==> config.mk <==
export PLATFORM = sky130hd
export DESIGN_NAME = fp16_div_seq
export DESIGN_NICKNAME = d
export VERILOG_FILES = /design/src/rtl/fp16_pkg.sv /design/src/rtl/fp16_div_core.sv /design/src/rtl/fp16_div_seq.sv
export SDC_FILE = /design/constraint.sdc
export NUM_CORES = 1
export LEC_CHECK = 0
export ABC_AREA = 1
export CORE_MARGIN = 3
export CORE_UTILIZATION = 51
export DETAILED_ROUTE_END_ITERATION = 10
export GPL_TIMING_DRIVEN = 0
export HOLD_SLACK_MARGIN = 0.06
export PLACE_DENSITY = 0.74
export RECOVER_POWER = 50
export SYNTH_ARGS = -nofsm -noshare
export SYNTH_HDL_FRONTEND = slang
export SYNTH_SLANG_ARGS = --single-unit
==> constraint.sdc <==
create_clock -name clk -period 2.41 [get_ports clk]
set_clock_uncertainty 0.05 [all_clocks]
set_input_delay 0.3615 -clock clk [delete_from_list [all_inputs] [get_ports clk]]
set_output_delay 0.3615 -clock clk [all_outputs]
set_load 0.01 [all_outputs]
==> src/rtl/fp16_pkg.sv <==
// Shared FP16 constants, divider FSM state type and operand classification.
package fp16_pkg;

  localparam int          EXP_BIAS  = 15;
  localparam int          EXP_MAX   = 31;
  localparam int          DIV_STEPS = 13;
  localparam logic [15:0] FP16_PINF = 16'h7C00;
  localparam logic [15:0] FP16_NINF = 16'hFC00;

  typedef enum logic [2:0] {
    ST_IDLE,
    ST_SPECIAL,
    ST_DIV,
    ST_NORM,
    ST_HOLD
  } state_t;

  typedef struct packed {
    logic is_nan;
    logic is_inf;
    logic is_zero;
  } fp_class_t;

  // Subnormals report as zero so the datapath only ever sees 1.m significands.
  function automatic fp_class_t classify(input logic [15:0] x);
    fp_class_t c;
    c.is_nan  = (x[14:10] == 5'h1F) && (x[9:0] != 10'd0);
    c.is_inf  = (x[14:10] == 5'h1F) && (x[9:0] == 10'd0);
    c.is_zero = (x[14:10] == 5'h00);
    return c;
  endfunction

endpackage

==> src/rtl/fp16_div_core.sv <==
// 13-step restoring divider on 11-bit significands 1.ma / 1.mb, one quotient bit per cycle.
module fp16_div_core
  import fp16_pkg::*;
(
  input  logic        clk,
  input  logic        rst,
  input  logic        start,
  input  logic [9:0]  ma,
  input  logic [9:0]  mb,
  output logic        busy,
  output logic        done,
  output logic [12:0] quotient,
  output logic        sticky
);

  logic [11:0] rem_q;
  logic [10:0] div_q;
  logic [3:0]  cnt_q;
  logic [12:0] trial;
  logic        q_bit;

  assign trial  = {1'b0, rem_q} - {2'b00, div_q};
  assign q_bit  = ~trial[12];
  // done marks the cycle whose edge retires the last quotient bit.
  assign done   = busy && (cnt_q == 4'(DIV_STEPS - 1));
  assign sticky = (rem_q != 12'd0);

  always_ff @(posedge clk) begin
    if (rst) begin
      busy     <= 1'b0;
      cnt_q    <= 4'd0;
      rem_q    <= 12'd0;
      div_q    <= 11'd0;
      quotient <= 13'd0;
    end else if (start) begin
      busy     <= 1'b1;
      cnt_q    <= 4'd0;
      rem_q    <= {1'b0, 1'b1, ma};
      div_q    <= {1'b1, mb};
      quotient <= 13'd0;
    end else if (busy) begin
      // After a restore the remainder is below the divisor, so bit 11 is always clear.
      quotient <= {quotient[11:0], q_bit};
      rem_q    <= q_bit ? {trial[10:0], 1'b0} : {rem_q[10:0], 1'b0};
      cnt_q    <= cnt_q + 4'd1;
      if (done) busy <= 1'b0;
    end
  end

endmodule

==> src/rtl/fp16_div_seq.sv <==
// Iterative FP16 divider q = a / b with valid/ready on both sides, one operation in flight.
// Build option FP16_DIV_RNE_EN selects round-to-nearest-even; default truncates toward zero.
module fp16_div_seq
  import fp16_pkg::*;
#(
  parameter logic [15:0] CANON_NAN = 16'h7E00
) (
  input  logic        clk,
  input  logic        rst,
  input  logic        in_valid,
  output logic        in_ready,
  input  logic [15:0] a,
  input  logic [15:0] b,
  output logic        out_valid,
  input  logic        out_ready,
  output logic [15:0] result,
  output logic [3:0]  flags
);

  // Handshake: a transfer happens on an edge where valid && ready; in_ready only in IDLE,
  // out_valid only in HOLD, and result/flags do not change while out_valid is high.
  state_t      state, state_nxt;
  logic [14:0] a_q, b_q;
  logic        sign_q;
  fp_class_t   ca_in, cb_in, ca, cb;
  logic        accept, special_in;
  logic        core_start, core_busy, core_done, core_sticky;
  logic [12:0] core_q;
  logic [15:0] inf_signed, spec_res, norm_res;
  logic [3:0]  spec_flags, norm_flags;
  logic        norm_shift, guard, stk, round_up;
  logic [6:0]  exp_raw, exp_norm, exp_fin;
  logic [9:0]  mant_trunc;
  logic [10:0] mant_sum;

  assign in_ready   = (state == ST_IDLE);
  assign out_valid  = (state == ST_HOLD);
  assign accept     = in_valid && in_ready;
  assign ca_in      = classify(a);
  assign cb_in      = classify(b);
  assign special_in = |{ca_in, cb_in};
  assign core_start = accept && !special_in;
  assign ca         = classify({1'b0, a_q});
  assign cb         = classify({1'b0, b_q});
  assign inf_signed = sign_q ? FP16_NINF : FP16_PINF;

  fp16_div_core u_core (
    .clk      (clk),
    .rst      (rst),
    .start    (core_start),
    .ma       (a[9:0]),
    .mb       (b[9:0]),
    .busy     (core_busy),
    .done     (core_done),
    .quotient (core_q),
    .sticky   (core_sticky)
  );

  always_comb begin
    state_nxt = state;
    case (state)
      ST_IDLE:    if (accept) state_nxt = special_in ? ST_SPECIAL : ST_DIV;
      ST_SPECIAL: state_nxt = ST_HOLD;
      ST_DIV:     if (core_done || !core_busy) state_nxt = ST_NORM;
      ST_NORM:    state_nxt = ST_HOLD;
      ST_HOLD:    if (out_ready) state_nxt = ST_IDLE;
      default:    state_nxt = ST_IDLE;
    endcase
  end

  always_comb begin
    spec_res   = {sign_q, 15'd0};
    spec_flags = 4'b0000;
    if (ca.is_nan || cb.is_nan || (ca.is_zero && cb.is_zero) || (ca.is_inf && cb.is_inf)) begin
      spec_res   = CANON_NAN;
      spec_flags = 4'b1000;
    end else if (ca.is_inf) begin
      spec_res = inf_signed;
    end else if (cb.is_zero) begin
      spec_res   = inf_signed;
      spec_flags = 4'b0100;
    end
  end

  always_comb begin
    norm_shift = ~core_q[12];
    exp_raw    = {2'b00, a_q[14:10]} - {2'b00, b_q[14:10]} + 7'(EXP_BIAS);
    exp_norm   = exp_raw - {6'd0, norm_shift};
    mant_trunc = norm_shift ? core_q[10:1] : core_q[11:2];
    guard      = norm_shift ? core_q[0] : core_q[1];
    stk        = norm_shift ? core_sticky : (core_q[0] | core_sticky);
`ifdef FP16_DIV_RNE_EN
    round_up   = guard && (stk || mant_trunc[0]);
`else
    round_up   = 1'b0;
`endif
    mant_sum   = {1'b0, mant_trunc} + {10'd0, round_up};
    // A rounding carry leaves mant_sum[9:0] at zero; it only bumps the exponent.
    exp_fin    = exp_norm + {6'd0, mant_sum[10]};
    norm_res   = {sign_q, exp_fin[4:0], mant_sum[9:0]};
    norm_flags = 4'b0000;
    if ($signed(exp_fin) >= $signed(7'(EXP_MAX))) begin
      norm_res   = inf_signed;
      norm_flags = 4'b0010;
    end else if ($signed(exp_fin) <= $signed(7'd0)) begin
      norm_res   = {sign_q, 15'd0};
      norm_flags = 4'b0001;
    end
  end

`ifndef FP16_DIV_RNE_EN
  logic unused_rnd;
  assign unused_rnd = guard ^ stk;
`endif

  always_ff @(posedge clk) begin
    if (rst) begin
      state  <= ST_IDLE;
      a_q    <= 15'd0;
      b_q    <= 15'd0;
      sign_q <= 1'b0;
      result <= 16'h0000;
      flags  <= 4'b0000;
    end else begin
      state <= state_nxt;
      if (accept) begin
        a_q    <= a[14:0];
        b_q    <= b[14:0];
        sign_q <= a[15] ^ b[15];
      end
      if (state == ST_SPECIAL) begin
        result <= spec_res;
        flags  <= spec_flags;
      end
      if (state == ST_NORM) begin
        result <= norm_res;
        flags  <= norm_flags;
      end
    end
  end

endmodule

==> Word level (Yosys, flattened, before mapping) <==
Cells that the tools add are included.
W data, S select, Z words.
{ "totals": {"inputBits": 36, "elab_cells": 99, "out_inout_bits": 22, "register_bits": 95} }
{ "classes": {"magnitude_cmp": 2, "reduce_logical": 38, "eq_ne": 12, "n_mux": 27, "add_sub_neg": 5, "bitwise_logic": 3} }
{ "ops": {"columns": ["cell", "count"], "rows": [
  ["$mux W16", 7],
  ["$logic_not A10 Y1", 4],
  ["$reduce_bool A10 Y1", 4],
  ["$mux W11", 2],
  ["$eq A5 B5 Y1 const B", 4],
  ["$logic_not A5 Y1", 4],
  ["$mux W15", 1],
  ["$mux W3", 5],
  ["$logic_and A1 B1 Y1", 13],
  ["$sub A12 B11 Y13", 1],
  ["$mux W12", 1],
  ["$mux W4", 3],
  ["$pmux W3 S4", 1],
  ["$mux W10", 1],
  ["$add A6 B5 Y7 const B", 1],
  ["$ge A7 B6 Y1 const B", 1],
  ["$le A7 B1 Y1 const B", 1],
  ["$sub A7 B1 Y7", 1],
  ["$eq A3 B2 Y1 const B", 2],
  ["$reduce_or A6 Y1", 1],
  ["$sub A5 B5 Y6", 1],
  ["$add A4 B1 Y4 const B", 1],
  ["$eq A4 B4 Y1 const B", 1],
  ["$logic_or A1 B1 Y1", 4],
  ["13 further kinds", 22]
]} }

==> Logic depth before layout (Yosys ltp) <==
{ "depth": {"depth_word": 8, "depth_mapped": 24, "mapped_depth_nobuf": 24} }

==> Modules after synthesis <==
Synthesis repeated with hierarchy kept, for this count alone.
{ "hier_totals": {"cells_unflattened": 764, "hier_area_um2": 5323.9} }
{ "by_module_without_submodules": {"columns": ["mod", "cells_each", "instances", "seq_area_each_um2", "area_per_inst_um2"], "rows": [
  ["fp16_div_seq", 433, 1, 1081.0, 3034.2],
  ["fp16_div_core", 331, 1, 820.8, 2289.7]
]} }

==> Worst setup path before layout <==
Ideal clock, no wire load.
{ "synth_timing": {"path_kind": "reg2reg", "startpoint": "register a_q[10]", "endpoint": "register result[14]", "synth_period_minus_slack_ns": 2.656, "path_stages_with_launch": 24, "setup_ns": 0.117, "path_slack_ns": -0.246, "path_buffers": 1, "arrival_ns": 2.489, "path_cell_list": "dfxtp_1 inv_1 ha_1 inv_1 fa_1 nand2_1 nand2_2 inv_2 nand2_1 nand2_1 inv_1 ha_1 inv_1 nand2_1 nand3b_1 nand2_1 nand2_1 nor2_2 nand2_4 nand2_4 buf_8 o21ai_1 nor2_1 nor2_1"} }
{ "synth_via": {"elab_chain_len": 8, "word_cells_on_any_way": 20, "cone_classes": "3 x add/sub; 2 x order compare; 1 x eq/ne; 6 x mux; 8 x reduce/logical"} }
{ "synth_lines": {"columns": ["item", "line_no", "source"], "rows": [
  ["start, declared", "fp16_div_seq.sv:23", "logic [14:0] a_q, b_q;"],
  ["start signal, assigned", "fp16_div_seq.sv:127", "a_q <= a[14:0];"],
  ["parallel branches: the longest is 7 deep, another holds $add A6 B5 Y7", null, null],
  ["$mux W16 *", "fp16_div_seq.sv:135", "if (state == ST_NORM) begin"],
  ["end signal, assigned", "fp16_div_seq.sv:132", "result <= spec_res;"],
  ["end signal, assigned", "fp16_div_seq.sv:136", "result <= norm_res;"],
  ["end, declared", "fp16_div_seq.sv:16", "output logic [15:0] result,"]
]} }
Mark *: on every way between the ends. The select of a mux whose other input is x is not followed.
A chain may end at the register's enable or synchronous reset.

==> Worst setup path after layout <==
{ "layout_timing": {"startpoint": "register a_q[10]", "endpoint": "register result[9]"} }
The elaborated chain is that of the path after synthesis.

==> metrics <==
final routed wire length divided by cell count=between 10 and 15 um; Worst Setup Slack, final=-397 ps; ant diodes=0; DRC viols=0; Compound-Gate Fraction of Synth Area=around 18%; count of cell types in the netlist=36; YS warnings=0; status=complete, but fails checks; Horiz. Die Dim=between 100 and 150 um; flip-flop and latch count after synthesis=95; Port Buffer Count=56; Leakage Power=roughly 2.5 nW; slew at the pin with the worst max-slew slack=approximately 640 ps; maximum number of pins on one net before global-route repair=19; number of antenna violations at the first check in global routing=0; area growth from synthesis to final layout=25.0%; post-synthesis adder-cell area fraction=around 6.4%; Placement Cell Area=between 0.005 and 0.006 mm2; required time at the endpoint of the critical path=around 2600 ps; power consumption=~6.2 mW; Starting Density=a little over half; path class of the lowest-slack min-delay path=reg2reg; sequential cell area=approximately 0.0019 mm2; Core Area=roughly 0.0093 mm2; clock insertion delay at the later pin of the skew report=roughly 380 ps; post-layout minimum cycle time=~2800 ps; vias in the first global route=around 4.6k; multi-input combinational cell area=about 0.0028 mm2; crit-path max FO=5; Final Instance Area=~0.0062 mm2; violations in the final reports=negative setup slack; number of iterations in the first detailed-routing pass=4; routability congestion estimate from global placement=around 0.89; worst vdd ir=between 400 and 500 uV; largest family of logic cells by synthesized area=simple AND/OR/NAND/NOR gates; H-tree depth=3; total overflow reported by the global router=0; vias after detailed routing=4920; category of the worst setup path launch point=register; average size of a mapped cell=about 6.9 um2; CTS tree=built; placed wire-length estimate=slightly below 10 mm; setup repair after global routing missed its margin=yes; row count=35; share of layout cells above drive strength 1=roughly 12%; number of CTS-inserted buffers=9; Worst Hold Margin=about 400 ps; arrival time of data at the critical path endpoint=approximately 3000 ps; sequential fraction of the synthesis area=about two fifths; num ports=58; Max-Cap Viols=0; post-route core utilization=66.4%; total standard cell area after synthesis=just under 0.005 mm2; critical path class=reg2reg; maximum number of buffers from clock root to sink=2; vertical die dimension=between 100 and 150 um; cell at the root of the clock tree=sky130_fd_sc_hd__clkbuf_8; final antenna-violating net count=0; worst slack at placement=-475 ps; simple-gate share of the synthesized area=a little over a quarter; count of endpoints failing setup in the final report=17; total routed wirelength=13.3 mm; clock transition at the register clock pins on the worst setup and hold paths after CTS=110 ps; first-pass GRT wire length=around 22 mm; synthesized netlist cell count=around 700; Sink Count=95; xor and xnor fraction of the mapped netlist area=under 10%; Max Transition Viols Final=0; max_slew headroom=57.4%; Max Fclk=356 MHz; detailed-route vias per instance=about 5.3; die footprint=around 0.011 mm2; mux contribution to synthesized area=0%; number of failing hold endpoints at the final stage=0; fill cell count=around 840; Global Route Usage Sum=roughly 24%; final critical-path share of the clock period=116%; count of routing violations after the opening detailed-route iteration=between 200 and 300; Post-Syn Nets=773; power density cells=around 1000 mW/mm2; endpoint kind of the worst setup timing path=register; net count reported at finish=roughly 850
==> what timing repair did <==
item / in CTS / in global routing
cloned: 1 / 1
setup buffers: 10 / 2
resized for setup: 19 / 27
setup endpoints to repair: 28 / 33
pin swaps: 14 / 8
hold buffers: 0 / 0
==> worst paths after layout <==
check	cells past startpoint	slack [ps]	from	end
worst max-delay path	25	-400	a_q[10]$_SDFFE_PP0P_	result[9]$_SDFFE_PP0P_
worst min-delay path	2	400	u_core.quotient[0]$_SDFFE_PP0P_	u_core.quotient[1]$_SDFFE_PP0P_
worst max register to register	25	-400	a_q[10]$_SDFFE_PP0P_	result[9]$_SDFFE_PP0P_
worst min register to register	2	400	u_core.quotient[0]$_SDFFE_PP0P_	u_core.quotient[1]$_SDFFE_PP0P_
==> cells in the final DEF (no fill, tap or decap), types with 4 or more instances in the layout <==
cell type and n:
sky130_fd_sc_hd__o21ai_0 44, sky130_fd_sc_hd__inv_2 9, sky130_fd_sc_hd__nand2_1 166, sky130_fd_sc_hd__nor4_1 4, sky130_fd_sc_hd__nand2_4 4, sky130_fd_sc_hd__a21oi_1 83, sky130_fd_sc_hd__inv_1 69, sky130_fd_sc_hd__dlygate4sd3_1 20
sky130_fd_sc_hd__a21oi_2 5, sky130_fd_sc_hd__nand3_1 35, sky130_fd_sc_hd__a31oi_1 9, sky130_fd_sc_hd__nor2_2 5, sky130_fd_sc_hd__dfxtp_1 93, sky130_fd_sc_hd__clkbuf_8 10, sky130_fd_sc_hd__nor2_1 55, sky130_fd_sc_hd__xnor2_1 4
sky130_fd_sc_hd__ha_1 18, sky130_fd_sc_hd__o21ai_2 4, sky130_fd_sc_hd__nor2_4 5, sky130_fd_sc_hd__nor3_1 10, sky130_fd_sc_hd__o211ai_1 9, sky130_fd_sc_hd__nand3_2 7, sky130_fd_sc_hd__xor2_1 6, sky130_fd_sc_hd__buf_4 11
sky130_fd_sc_hd__clkdlybuf4s50_1 36, sky130_fd_sc_hd__clkbuf_1 21, sky130_fd_sc_hd__nand2_2 10
==> stage by stage <==
stage / setup TNS, ps / cells
2_1_floorplan: -1890 / 713
4_1_cts: -5150 / 925
5_1_grt: -9950 / 928
6_report: -6120 / 928
3_5_place_dp: -7290 / 898
3_3_place_gp: -5540 / 898
==> layout make-up <==
cell class | instances | share of cell area [%]
multi-input combinational | 511 | 45.5
clock inverter | 6 | 0.930
buffer | 29 | 2.02
timing repair buffer | 69 | 11.0
inverter | 79 | 4.85
sequential | 95 | 30.8
tap | 129 | 2.61
clock buffer | 10 | 2.22
==> sequential cells by signal, summed over array words and instances, names as in the netlist <==
register,flops
u_core.cnt_q,4
b_q,15
u_core.quotient,13
flags,4
a_q,15
u_core.div_q,11
u_core.rem_q,12
result,16
u_core.busy,1
sign_q,1
state,3
==> cells in the mapped netlist <==
master,number,area [um2]
sky130_fd_sc_hd__o2111ai_1,2,17.5
sky130_fd_sc_hd__nand3b_1,3,22.5
sky130_fd_sc_hd__nand2_2,4,25.0
sky130_fd_sc_hd__nand3_2,3,30.0
sky130_fd_sc_hd__buf_1,2,7.51
sky130_fd_sc_hd__clkinv_1,1,3.75
sky130_fd_sc_hd__fa_1,2,40.0
sky130_fd_sc_hd__nor4_1,4,25.0
sky130_fd_sc_hd__a211oi_1,1,7.51
sky130_fd_sc_hd__nor2_2,9,56.3
sky130_fd_sc_hd__nand2_1,173,649
sky130_fd_sc_hd__buf_8,1,15.0
sky130_fd_sc_hd__o21ai_1,2,10.0
sky130_fd_sc_hd__ha_1,22,275
sky130_fd_sc_hd__nor3_1,11,55.1
sky130_fd_sc_hd__o221ai_1,1,8.76
sky130_fd_sc_hd__o211ai_1,9,67.6
sky130_fd_sc_hd__dfxtp_1,95,1900
sky130_fd_sc_hd__xor2_1,6,52.6
sky130_fd_sc_hd__nand2_4,3,33.8
sky130_fd_sc_hd__a21oi_1,87,435
sky130_fd_sc_hd__nor2_1,56,210
sky130_fd_sc_hd__nand4_1,3,18.8
sky130_fd_sc_hd__nand3_1,41,205
sky130_fd_sc_hd__buf_2,4,20.0
sky130_fd_sc_hd__o21ai_0,49,245
sky130_fd_sc_hd__o311ai_0,1,8.76
sky130_fd_sc_hd__inv_2,4,15.0
sky130_fd_sc_hd__a31oi_1,9,56.3
sky130_fd_sc_hd__clkbuf_1,22,82.6
sky130_fd_sc_hd__a21oi_2,2,17.5
sky130_fd_sc_hd__and2_1,1,6.26
sky130_fd_sc_hd__inv_1,74,278
sky130_fd_sc_hd__o21a_1,1,7.51
sky130_fd_sc_hd__xnor2_1,4,35.0
sky130_fd_sc_hd__or2_2,1,6.26
==> where the power goes <==
group          switching, mW  total, mW  internal, mW
registers              0.112       1.86          1.74
logic                   2.02       3.28          1.25
clock network          0.630       1.06         0.432
==> critical path: stages (launching register included) <==
cell,delay [ps]
sky130_fd_sc_hd__dfxtp_2,350
sky130_fd_sc_hd__inv_2,70
sky130_fd_sc_hd__ha_4,120
sky130_fd_sc_hd__inv_2,40
sky130_fd_sc_hd__fa_2,370
sky130_fd_sc_hd__inv_1,70
sky130_fd_sc_hd__nand2_1,50
sky130_fd_sc_hd__nand2_2,100
sky130_fd_sc_hd__inv_2,60
sky130_fd_sc_hd__nand2_2,60
sky130_fd_sc_hd__nand2_1,60
sky130_fd_sc_hd__inv_1,50
sky130_fd_sc_hd__ha_2,160
sky130_fd_sc_hd__inv_2,30
sky130_fd_sc_hd__nand2_2,70
sky130_fd_sc_hd__nand3b_1,140
sky130_fd_sc_hd__nand2_2,80
sky130_fd_sc_hd__buf_4,150
sky130_fd_sc_hd__nor2_4,100
sky130_fd_sc_hd__nand2_2,70
sky130_fd_sc_hd__nand2_4,110
sky130_fd_sc_hd__nand2_4,90
sky130_fd_sc_hd__nand2_2,80
sky130_fd_sc_hd__nor2_1,40
sky130_fd_sc_hd__nor2_1,80
sky130_fd_sc_hd__nor2_1,50
==> cells by family (layout without fill, tap and decap cells) <==
group                    after synthesis  after routing
AND/OR/NAND/NOR                      312            313
buffers and inverters                108            193
adder cells (fa/ha/maj)               24             24
AO/OA/AOI/OAI                        164            164
XOR/XNOR                              10             10
flip-flops                            95             95
==> metal layers <==
metal / part of all wire (%) / global-route usage [%]
met5: 0 / 0
met1: 48 / 33.9
met2: 47 / 37.9
met3: 4.0 / 4.26
met4: 1.7 / 6.74
(Power assumes the default switching activity.)
